<file path="config.mk">
export PLATFORM = sky130hd
export DESIGN_NAME = ramp_decoder
export DESIGN_NICKNAME = d
export VERILOG_FILES = /design/src/rtl/ramp_decoder.sv
export SDC_FILE = /design/constraint.sdc
export NUM_CORES = 1
export LEC_CHECK = 0
export CORE_MARGIN = 1.5
export CORE_UTILIZATION = 35
export CTS_CLUSTER_DIAMETER = 100
export CTS_CLUSTER_SIZE = 14
export DETAILED_ROUTE_END_ITERATION = 7
export PLACE_DENSITY = 0.67
export SKIP_LAST_GASP = 1
export SYNTH_ARGS = -nofsm -noshare
export SYNTH_HDL_FRONTEND = slang
export SYNTH_SLANG_ARGS = --single-unit
</file>
<file path="constraint.sdc">
create_clock -name clk -period 4.6 [get_ports clk]
set_input_delay 1.38 -clock clk [delete_from_list [all_inputs] [get_ports clk]]
set_output_delay 1.38 -clock clk [all_outputs]
set_load 0.01 [all_outputs]
</file>
<file path="src/rtl/ramp_decoder.sv">
// ramp_decoder: watches a free-running ramp sample stream and decodes each
// sample-to-sample step. Steps of 1, 16 or 1290 (modulo 2^RAMP_W) are legal
// and produce codes 01, 10 and 11. A step of 0 is a hold. Anything else is
// illegal and sends the block to a sticky ERROR state. The exception is a
// jump to 0 while locked, which is taken as a source restart.
//
// Ports:
//   clk       - master clock, rising edge
//   rst_n     - synchronous reset, active HIGH despite the name
//   dec_enb   - decoder enable; low forces IDLE and clears state
//   ramp_in   - ramp sample, taken every clock
//   delta_out - one-cycle pulse per legal step
//   Y_out     - code of the last legal step (00 only after reset/IDLE)
//   step_cnt  - legal steps since lock, saturating at 4095
//   locked    - high while in LOCKED
//   wrap      - pulses with delta_out when the step carried out of RAMP_W bits
//   y_chg     - pulses with delta_out when the step code changed Y_out
//   err       - high while in ERROR
module ramp_decoder #(
    parameter int unsigned RAMP_W = 12
) (
    input  logic              clk,
    input  logic              rst_n,
    input  logic              dec_enb,
    input  logic [RAMP_W-1:0] ramp_in,
    output logic              delta_out,
    output logic [1:0]        Y_out,
    output logic [11:0]       step_cnt,
    output logic              locked,
    output logic              wrap,
    output logic              y_chg,
    output logic              err
);

    typedef enum logic [1:0] {StIdle, StAcquire, StLocked, StError} state_e;

    state_e            state_q, state_d;
    logic [RAMP_W-1:0] prev_q, prev_d;
    logic [1:0]        y_d;
    logic [11:0]       cnt_d;
    logic              delta_d, wrap_d, ychg_d;

    logic [RAMP_W-1:0] diff;
    logic [1:0]        code;
    logic              is_hold, is_legal, is_illegal, is_restart, is_wrap;

    // Step classification. Legality is decided before restart, so a
    // 4095 -> 0 transition is an ordinary +1 step with wrap.
    always_comb begin
        diff = ramp_in - prev_q;
        code = 2'b00;
        if (diff == RAMP_W'(1)) begin
            code = 2'b01;
        end else if (diff == RAMP_W'(16)) begin
            code = 2'b10;
        end else if (diff == RAMP_W'(1290)) begin
            code = 2'b11;
        end
        is_hold    = (diff == '0);
        is_legal   = (code != 2'b00);
        is_illegal = !is_hold && !is_legal;
        is_restart = (ramp_in == '0);
        is_wrap    = (ramp_in < prev_q);
    end

    // State and registered outputs.
    always_ff @(posedge clk) begin
        if (rst_n) begin
            state_q   <= StIdle;
            prev_q    <= '0;
            Y_out     <= 2'b00;
            step_cnt  <= '0;
            delta_out <= 1'b0;
            wrap      <= 1'b0;
            y_chg     <= 1'b0;
        end else begin
            state_q   <= state_d;
            prev_q    <= prev_d;
            Y_out     <= y_d;
            step_cnt  <= cnt_d;
            delta_out <= delta_d;
            wrap      <= wrap_d;
            y_chg     <= ychg_d;
        end
    end

    // Next state and next register values.
    always_comb begin
        state_d = state_q;
        prev_d  = prev_q;
        y_d     = Y_out;
        cnt_d   = step_cnt;
        delta_d = 1'b0;
        wrap_d  = 1'b0;
        ychg_d  = 1'b0;

        if (!dec_enb) begin
            state_d = StIdle;
            prev_d  = '0;
            y_d     = 2'b00;
            cnt_d   = '0;
        end else begin
            case (state_q)
                StIdle: begin
                    prev_d  = ramp_in;
                    state_d = StAcquire;
                end
                StAcquire: begin
                    prev_d = ramp_in;
                    if (is_legal) begin
                        state_d = StLocked;
                        y_d     = code;
                        cnt_d   = 12'd1;
                        delta_d = 1'b1;
                        wrap_d  = is_wrap;
                    end else if (is_illegal) begin
                        state_d = StError;
                    end
                end
                StLocked: begin
                    prev_d = ramp_in;
                    if (is_legal) begin
                        delta_d = 1'b1;
                        wrap_d  = is_wrap;
                        if (step_cnt != 12'hfff) begin
                            cnt_d = step_cnt + 12'd1;
                        end
                        if (code != Y_out) begin
                            y_d    = code;
                            ychg_d = 1'b1;
                        end
                    end else if (is_illegal && is_restart) begin
                        state_d = StAcquire;
                        cnt_d   = '0;
                    end else if (is_illegal) begin
                        state_d = StError;
                    end
                end
                default: begin
                    // StError is sticky until the enable drops.
                    state_d = StError;
                end
            endcase
        end
    end

    // Level outputs decoded straight from the state register.
    always_comb begin
        locked = (state_q == StLocked);
        err    = (state_q == StError);
    end

endmodule

</file>
==> metrics.yaml, run 1 <==
synthesis:
  synth-warning-count: 0
  netlist_area_um2: 2450
  synth_cells: 293
  synth_cell_types: 67
  synthMuxAreaShare_pct: 7.04
  ys.flop_type: "dfxtp_1"
  synth_seq_cells: 31
  ys_seq_area_share_pct: 25.3
  synth_fa_ha_area_share_pct: 9.99
  synthesis.nets: 327
  async_flop_share_pct: 0
  synth_top_family_by_area: "compound AO/OA/AOI/OAI gates"
  synthSimpleGateAreaFrac_pct: 21.9
  avgSynthCellArea_um2: 8.37
  synth_edf_count: 0
  synth-compound-area-share_pct: 29.0
  synth-xor-area-share_pct: 2.14
sta:
  finClkSkew_ps: 10.5
  min_period_ps: 4480
  max_slew_margin_pct: 26.7
  min_period_over_period_pct: 97.4
  setup_violations: 0
  hold_viol_final: 0
  rsz0062_at_grt: "true"
  worstMarginPinSlew_ps: 1100
  timing.fmax_mhz: 223
  slew_viol_final: 0
flow_run:
  maxCapViolations: 0
placed_design:
  port_buffers: 33
  placed_area_um2: 3300
  place.gp.congestion: 0.911
  dp_cells: 471
  dpl.hpwl_mm: 5.22
min_path:
  hold_class: "reg2reg"
setup_path:
  reg2reg_slack_ps: 1170
  start_kind: "input port"
  critical_path.endpoint: "step_cnt[11]$_SDFFE_PP0P_"
  worst_r2r_path_depth: 11
  r2r-end: "step_cnt[4]$_SDFFE_PP0P_"
  r2r-start: "prev_q[0]$_SDFFE_PP0P_"
  end_kind: "flip-flop"
  path_class: "in2reg"
  worstPathRequired_ps: 4830
  crit_fanout: 5
  crit_arrival_ps: 4710
  worstSetupStartpoint: "ramp_in[6]"
clock_tree:
  cts_buffers: 5
  cts_tree: "done"
  ctsLongestPathBuffers: 2
  cts_max_level: 2
  cts.sinks: 31
  hold_buffers: 0
  clk_latency_ps: 300
  cts.root.buffer_cell: "clkbuf_8"
  clk_pin_slew_ps: 70
routing:
  drcViolationCount: 0
  vias: 2646
  drtAntennaViolNets: 0
  drt_wl_total_mm: 7.23
  viasPerCell: 5.48
  drt_first_pass_iters: 6
  drtIter0Drc: 301
  detail_route.wl_per_cell_um: 15.0
global_routing:
  overflow: 0
  grtUsageTotal_pct: 20.0
  grt_pass1_vias: 2570
  grt_start_max_net_pins: 23
  antenna_found_initial: 0
  grt_pass1_wl_mm: 11.9
layout:
  drive_above_1_share_pct: 25.8
  layout.nets: 420
  final_cells: 483
  area_growth_pct: 43.0
  post-route-util_pct: 51.6
  fin_area_um2: 3510
  antenna_cells: 0
die:
  rows: 30
  ioPinCount: 34
  start_util_pct: 36.1
  die_h_um: 86.7
  core_area_um2: 6790
  dieArea_um2: 7520
  die_w_um: 86.7
pwr:
  leakage_nw: 1.31
  ir_drop_mv: 0.107
  power_density_nw_per_um2: 218
  power.total_mw: 0.764
run_status:
  status: "completed"
## cell usage after synthesis (all sizes together) (4+ instances only)
| master | count | area [um^2] |
|---|---|---|
| a21oi | 18 | 90.1 |
| a311oi | 6 | 83.8 |
| a31oi | 5 | 31.3 |
| and3 | 4 | 25.0 |
| clkbuf | 4 | 15.0 |
| dfxtp | 31 | 621 |
| ha | 18 | 225 |
| inv | 23 | 86.3 |
| mux2i | 15 | 150 |
| nand2 | 17 | 63.8 |
| nand3 | 11 | 55.1 |
| nand4 | 4 | 25.0 |
| nor2 | 25 | 101 |
| nor2b | 5 | 31.3 |
| nor3 | 5 | 30.0 |
| nor4 | 7 | 43.8 |
| o211ai | 4 | 30.0 |
| o21a | 5 | 38.8 |
| o21ai | 16 | 83.8 |
| or2 | 5 | 31.3 |
| or2b | 4 | 30.0 |
| xnor2 | 4 | 35.0 |
## cells by family after synthesis
family | Yosys count
AOI/OAI and AO/OA | 90
xor gates and xnor gates | 6
adders and majority gates | 19
buffers and inverters | 30
DFF | 31
muxes | 17
and+or+nand+nor | 100
## metal layers
metal / up-vias / global-route usage (%) / share of wire (%)
li1: 1303 / - / -
met1: 1251 / 27.0 / 47
met2: 80 / 31.4 / 46
met3: 12 / 3.33 / 4.4
met4: 0 / 8.65 / 2.1
met5: - / 0 / 0
## area by class of cell
| cell class | count | area [um^2] |
|---|---|---|
| multi-input combinational | 232 | 1790 |
| inverter | 23 | 86.3 |
| sequential | 31 | 621 |
| clock buffer | 8 | 100 |
| fill | 641 | 3290 |
| timing repair buffer | 93 | 792 |
| tap | 96 | 120 |
## placed cells by master, fill, tap and decap left out, types with 11 or more instances in the layout
| cell type | synthesis | layout |
|---|---|---|
| ha_1 | 18 | 15 |
| dfxtp_1 | 31 | 31 |
| buf_4 | 0 | 59 |
| nand3_1 | 11 | 11 |
| mux2i_1 | 15 | 15 |
| inv_1 | 23 | 23 |
| clkdlybuf4s50_1 | 0 | 30 |
| nor2_1 | 24 | 24 |
| o21ai_0 | 15 | 13 |
| nand2_1 | 17 | 17 |
| a21oi_1 | 18 | 17 |
## worst min-delay path by stage
stage | startpoint | to | cells after the start
global placement | prev_q[3]$_SDFFE_PP0P_ | prev_q[3]$_SDFFE_PP0P_ | 2
finish | prev_q[6]$_SDFFE_PP0P_ | prev_q[6]$_SDFFE_PP0P_ | 2
floorplan | prev_q[10]$_SDFFE_PP0P_ | prev_q[10]$_SDFFE_PP0P_ | 2
CTS | prev_q[3]$_SDFFE_PP0P_ | prev_q[3]$_SDFFE_PP0P_ | 2
detailed placement | prev_q[3]$_SDFFE_PP0P_ | prev_q[3]$_SDFFE_PP0P_ | 2
global route | prev_q[6]$_SDFFE_PP0P_ | prev_q[6]$_SDFFE_PP0P_ | 2
## where the power goes
| group | internal (mW) | switching [mW] | total [mW] |
|---|---|---|---|
| logic | 0.114 | 0.124 | 0.238 |
| registers | 0.274 | 0.00448 | 0.279 |
| clock network | 0.137 | 0.111 | 0.247 |
## sequential cells by signal, indices dropped and copies added (netlist names)
name,count
state_q,2
wrap,1
prev_q,12
Y_out,2
delta_out,1
y_chg,1
step_cnt,12
## per-stage QoR
step	setup slack, ps	hold slack [ps]	TNS (ps)
global placement	-349	475	-4640
CTS	7.12	504	0
floorplan	263	463	0
global route	-42.1	528	-88.6
finish	118	498	0
detailed placement	-380	484	-5260
## worst max-delay path, stage by stage
cell             delay [ps]
clkdlybuf4s50_1         420
ha_1                    330
a21oi_1                 180
o21ai_0                 160
and2_1                  220
buf_4                   160
nor4_1                  390
or4_4                   230
buf_4                   140
o21ai_4                  90
a2111oi_2               350
or4b_1                  510
a21oi_2                 150
## repair_timing
action | CTS | global route
pin swaps | 2 | 10
buffers inserted | 1 | 3
gates resized for setup | 5 | 17
setup endpoints to repair | 13 | 17
Power figures use the tool's default switching activity.
==> run 2: changes to the inputs <==
--- a/config.mk
+++ b/config.mk
@@ -10,8 +10,10 @@
 export CTS_CLUSTER_DIAMETER = 100
 export CTS_CLUSTER_SIZE = 14
 export DETAILED_ROUTE_END_ITERATION = 7
+export GPL_TIMING_DRIVEN = 0
 export PLACE_DENSITY = 0.67
 export SKIP_LAST_GASP = 1
 export SYNTH_ARGS = -nofsm -noshare
 export SYNTH_HDL_FRONTEND = slang
 export SYNTH_SLANG_ARGS = --single-unit
+export TNS_END_PERCENT = 100
==> run 2 against run 1 <==
Net effect:
- flip-flop and latch count stayed put
- sequential power hardly changed
- maximum frequency is 0.39% lower
- cell count is 8.7% lower
==> metrics.yaml, run 2 (synthesis gave the netlist of run 1 again) <==
sta:
  slew_viol_final: 0
  timing.fmax_mhz: 222
  finClkSkew_ps: 7.64
  holdWs_ps: 495
  min_period_ps: 4500
  setup_violations: 0
  rsz0062_at_grt: "false"
  timing.setup.tns_ps: 0
  worstMarginPinSlew_ps: 812
  max_slew_margin_pct: 45.9
  min_period_over_period_pct: 97.8
  hold_viol_final: 0
clock_tree:
  clk_latency_ps: 290
  clk_pin_slew_ps: 70
  ctsLongestPathBuffers: 2
  cts_buffers: 5
  cts_max_level: 2
  cts.sinks: 31
  cts_tree: "done"
  cts.root.buffer_cell: "clkbuf_8"
die:
  die_w_um: 86.7
  ioPinCount: 34
  die_h_um: 86.7
  start_util_pct: 36.1
  rows: 30
  dieArea_um2: 7520
  core_area_um2: 6790
placed_design:
  placed_area_um2: 2900
  port_buffers: 33
  place.gp.congestion: 0.847
  dp_cells: 422
  dpl.hpwl_mm: 4.72
pwr:
  power_frac_clock_pct: 33.6
  ir_drop_mv: 0.151
  internal-power_mw: 0.499
  comb_power_share_pct: 28.0
  swShare_pct: 31.3
  leakage_nw: 1.11
  power_density_nw_per_um2: 220
  seqPwrFrac_pct: 38.4
  p_switching_mw: 0.227
layout:
  drive_above_1_share_pct: 18.8
  fin_area_um2: 3300
  multi_input_area_um2: 1910
  layout.nets: 378
  fillers: 648
  post-route-util_pct: 48.5
  seqCellArea_um2: 621
  top_regs: "prev_q x12, step_cnt x12"
  final_cells: 441
  area_growth_pct: 34.4
  final_common_cell: "dfxtp_1"
  layout_common_cells: "31 x dfxtp_1, 27 x clkdlybuf4s50_1, 23 x inv_1, 23 x nor2_1"
  antenna_cells: 0
setup_path:
  end_kind: "flip-flop"
  path_class: "in2reg"
  start_kind: "input port"
  crit_fanout: 9
  worstSetupStartpoint: "ramp_in[4]"
  worstPathRequired_ps: 4760
  reg2reg_slack_ps: 1190
  r2r-start: "prev_q[0]$_SDFFE_PP0P_"
  crit_arrival_ps: 4660
routing:
  drt_wl_total_mm: 6.56
  vias: 2436
  drtAntennaViolNets: 0
  drt_first_pass_iters: 4
  viasPerCell: 5.52
  drcViolationCount: 0
  detail_route.wl_per_cell_um: 14.9
  drtIter0Drc: 196
global_routing:
  antenna_found_initial: 0
  grt_pass1_wl_mm: 10.7
  grt_pass1_vias: 2224
  overflow: 0
  grtUsageTotal_pct: 17.7
  grt_start_max_net_pins: 11
min_path:
  hold_class: "reg2reg"
  hp-start: "prev_q[7]$_SDFFE_PP0P_"
run_status:
  status: "completed"
flow_run:
  maxCapViolations: 0
==> run 2: layer usage <==
layer	up-vias	part of all wire (%)	global-route usage (%)
li1	1212	-	-
met2	62	45	27.8
met5	-	0	0
met3	11	4.3	2.95
met4	0	1.6	5.57
met1	1151	49	24.8
==> run 2: worst max-delay path: stages <==
cell and delay (ps):
clkdlybuf4s50_1 520, ha_2 360, o221a_1 170, o211a_1 240
o31a_1 270, or4_4 540, buf_6 150, a2111o_1 410
a22oi_4 250, buf_4 170, o32a_1 140, a21oi_1 50
==> run 2: layout make-up <==
type / count / area share, %
clock buffers: 7 / 2.92
inverters: 23 / 2.62
flip-flops and latches: 31 / 18.8
plain buffers: 5 / 0.797
repair buffers: 46 / 13.0
well taps: 96 / 3.64
multi-input cells: 232 / 58.0
clock inverters: 1 / 0.228
==> run 2: timing repair <==
item                       in CTS  in global routing
gates resized for setup        23                 20
pin swaps                       8                  7
hold buffers                    0                  0
setup endpoints to repair      16                 14
setup buffers                  10                  3
==> run 2: worst paths after layout <==
kind                                                  to  cells after the start
worst max-delay path            step_cnt[6]$_SDFFE_PP0P_                     12
worst min-delay path              prev_q[7]$_SDFFE_PP0P_                      2
worst max register to register  step_cnt[6]$_SDFFE_PP0P_                     13
worst min register to register    prev_q[7]$_SDFFE_PP0P_                      2
==> run 2: power groups by stage <==
stage / sequential [mW] / clock (mW) / combinational (mW)
CTS: 0.278 / 0.245 / 0.187
global placement: 0.284 / 0 / 0.164
floorplan: 0.284 / 0 / 0.122
global route: 0.279 / 0.257 / 0.222
finish: 0.278 / 0.243 / 0.203
detailed placement: 0.285 / 0 / 0.167
==> run 2: stage by stage <==
stage	setup slack [ps]	power [mW]
floorplan	263	0.406
global placement	-780	0.448
detailed placement	-816	0.452
CTS	11.9	0.710
global route	17.2	0.758
finish	100	0.725
==> run 3: changes to the inputs <==
--- a/config.mk
+++ b/config.mk
@@ -11,7 +11,7 @@
 export CTS_CLUSTER_SIZE = 14
 export DETAILED_ROUTE_END_ITERATION = 7
 export GPL_TIMING_DRIVEN = 0
-export PLACE_DENSITY = 0.67
+export PLACE_DENSITY = 0.55
 export SKIP_LAST_GASP = 1
 export SYNTH_ARGS = -nofsm -noshare
 export SYNTH_HDL_FRONTEND = slang
==> run 3 against run 2 <==
Net effect:
- first-iteration DRC count decreased by 16%
- maximum frequency fell by 0.34%
- utilization fell by 0.79 points
- register-to-register slack worse by 100 ps
- clock power increased by 19%
- worst hold slack gained 2.9 ps
- sequential power barely moved
- combinational power about the same
- routed wire length decreased by 1.2%
- power is 6.0% higher
- critical path depth is 1 lower
- flip-flop and latch count is the same
- critical path type unchanged
==> metrics.yaml, run 3 (synthesis gave the netlist of run 1 again) <==
run_status:
  status: "completed"
clock_tree:
  cts.root.buffer_cell: "clkbuf_8"
  cts_tree: "done"
  cts_buffers: 5
  cts_max_level: 2
  clk_latency_ps: 290
  ctsLongestPathBuffers: 2
  clk_pin_slew_ps: 70
  cts.sinks: 31
die:
  die_w_um: 86.7
  rows: 30
  ioPinCount: 34
  start_util_pct: 36.1
  die_h_um: 86.7
  dieArea_um2: 7520
  core_area_um2: 6790
layout:
  layout_common_cells: "31 x dfxtp_1, 26 x clkdlybuf4s50_1, 23 x inv_1, 23 x nor2_1"
  fillers: 687
  drive_above_1_share_pct: 17.4
  layout.nets: 373
  top_regs: "prev_q x12, step_cnt x12"
  final_common_cell: "dfxtp_1"
  area_growth_pct: 32.2
  post-route-util_pct: 47.8
  antenna_cells: 0
global_routing:
  grt_start_max_net_pins: 11
  grt_pass1_wl_mm: 10.9
  grt_pass1_vias: 2149
  overflow: 0
  antenna_found_initial: 0
  grtUsageTotal_pct: 18.4
routing:
  detail_route.wl_per_cell_um: 14.9
  drtIter0Drc: 165
  drcViolationCount: 0
  drtAntennaViolNets: 0
  drt_wl_total_mm: 6.48
  drt_first_pass_iters: 4
  viasPerCell: 5.44
  vias: 2374
setup_path:
  path_delay_family: "compound AO/OA/AOI/OAI gates"
  crit_arrival_ps: 4730
  r2r-start: "prev_q[1]$_SDFFE_PP0P_"
  worstPathRequired_ps: 4820
  crit_top_cell: "a31oi_1"
  start_kind: "input port"
  slowest_delay_ps: 510
  end_kind: "flip-flop"
  path_class: "in2reg"
  path_cells: "clkdlybuf4s50_1 -> ha_2 -> and2_1 -> a31oi_1 -> a31oi_1 -> o21a_1 -> o211ai_1 -> nor4b_1 -> a2111oi_4 -> or4b_1 -> a21oi_1"
  reg2reg_slack_ps: 1090
  worst_r2r_path_depth: 10
  crit_slowest_cell: "clkdlybuf4s50_1"
  crit_fanout: 9
  r2r-end: "step_cnt[11]$_SDFFE_PP0P_"
  cp_num_buf_inv: 1
placed_design:
  port_buffers: 33
  place.gp.congestion: 0.816
  dpl.hpwl_mm: 4.82
min_path:
  holdPathEnd: "prev_q[4]$_SDFFE_PP0P_"
  hold_class: "reg2reg"
  hp-start: "prev_q[4]$_SDFFE_PP0P_"
  whs_path_depth: 2
sta:
  max_slew_margin_pct: 48.3
  timing.setup.tns_ps: 0
  finClkSkew_ps: 12.0
  timing.fmax_mhz: 221
  setup_violations: 0
  min_period_over_period_pct: 98.2
  worstMarginPinSlew_ps: 775
  hold_viol_final: 0
  slew_viol_final: 0
  min_period_ps: 4520
flow_run:
  maxCapViolations: 0
pwr:
  leakage_nw: 1.10
  ir_drop_mv: 0.106
  power_density_nw_per_um2: 237
-- run 3: how the worst max path moves through the flow --
stage,end,cells past startpoint,from
after global placement,step_cnt[11]$_SDFFE_PP0P_,14,ramp_in[0]
after CTS,step_cnt[2]$_SDFFE_PP0P_,12,ramp_in[6]
after floorplan,step_cnt[10]$_SDFFE_PP0P_,11,ramp_in[3]
final,step_cnt[11]$_SDFFE_PP0P_,11,ramp_in[4]
after detailed placement,step_cnt[11]$_SDFFE_PP0P_,14,ramp_in[0]
after global routing,step_cnt[11]$_SDFFE_PP0P_,11,ramp_in[4]
-- run 3: layout make-up --
cell class | instances | area [um^2] | share of cell area (%)
plain buffers | 5 | 26.3 | 0.810
clock buffers | 6 | 82.6 | 2.55
clock inverters | 2 | 35.0 | 1.08
inverters | 23 | 86.3 | 2.66
multi-input cells | 232 | 1880 | 58.1
flip-flops and latches | 31 | 621 | 19.1
well taps | 96 | 120 | 3.70
repair buffers | 41 | 389 | 12.0
-- run 3: per-stage QoR --
stage | cell area [um^2] | instances | power (mW) | hold slack, ps | worst slack [ps]
global placement | 2900 | 422 | 0.452 | 477 | -830
detailed placement | 2900 | 422 | 0.453 | 489 | -839
floorplan | 2450 | 293 | 0.406 | 463 | 263
finish | 3240 | 436 | 0.769 | 498 | 84.7
CTS | 3160 | 435 | 0.761 | 506 | 1.76
global route | 3240 | 436 | 0.812 | 531 | -44.0
-- run 3: per-layer routing --
metal  vias to the layer above  part of all wire (%)  global-route usage (%)  wire (um)
li1                       1204                     -                       -          -
met1                      1111                    52                    27.9       3390
met2                        53                    43                    26.1       2760
met3                         6                   4.0                    3.81        262
met4                         0                   1.1                    4.69         72
met5                         -                     0                       0          0
-- run 3: repair_timing --
item,in CTS,in global routing
pin swaps,7,11
gates resized for setup,20,21
setup endpoints to repair,16,17
setup buffers,7,1
hold buffers,0,0
-- run 3: power breakdown --
group          leakage, nW  total (mW)  switching (mW)  internal [mW]
Combinational        0.784       0.200           0.114         0.0863
Sequential           0.252       0.278         0.00425          0.274
Clock               0.0612       0.290           0.115          0.175
-- run 3: tightest hold or removal path, stage by stage, from the launching register on --
cell,delay (ps)
dfxtp_1,320
mux2i_1,70
nor2_1,80
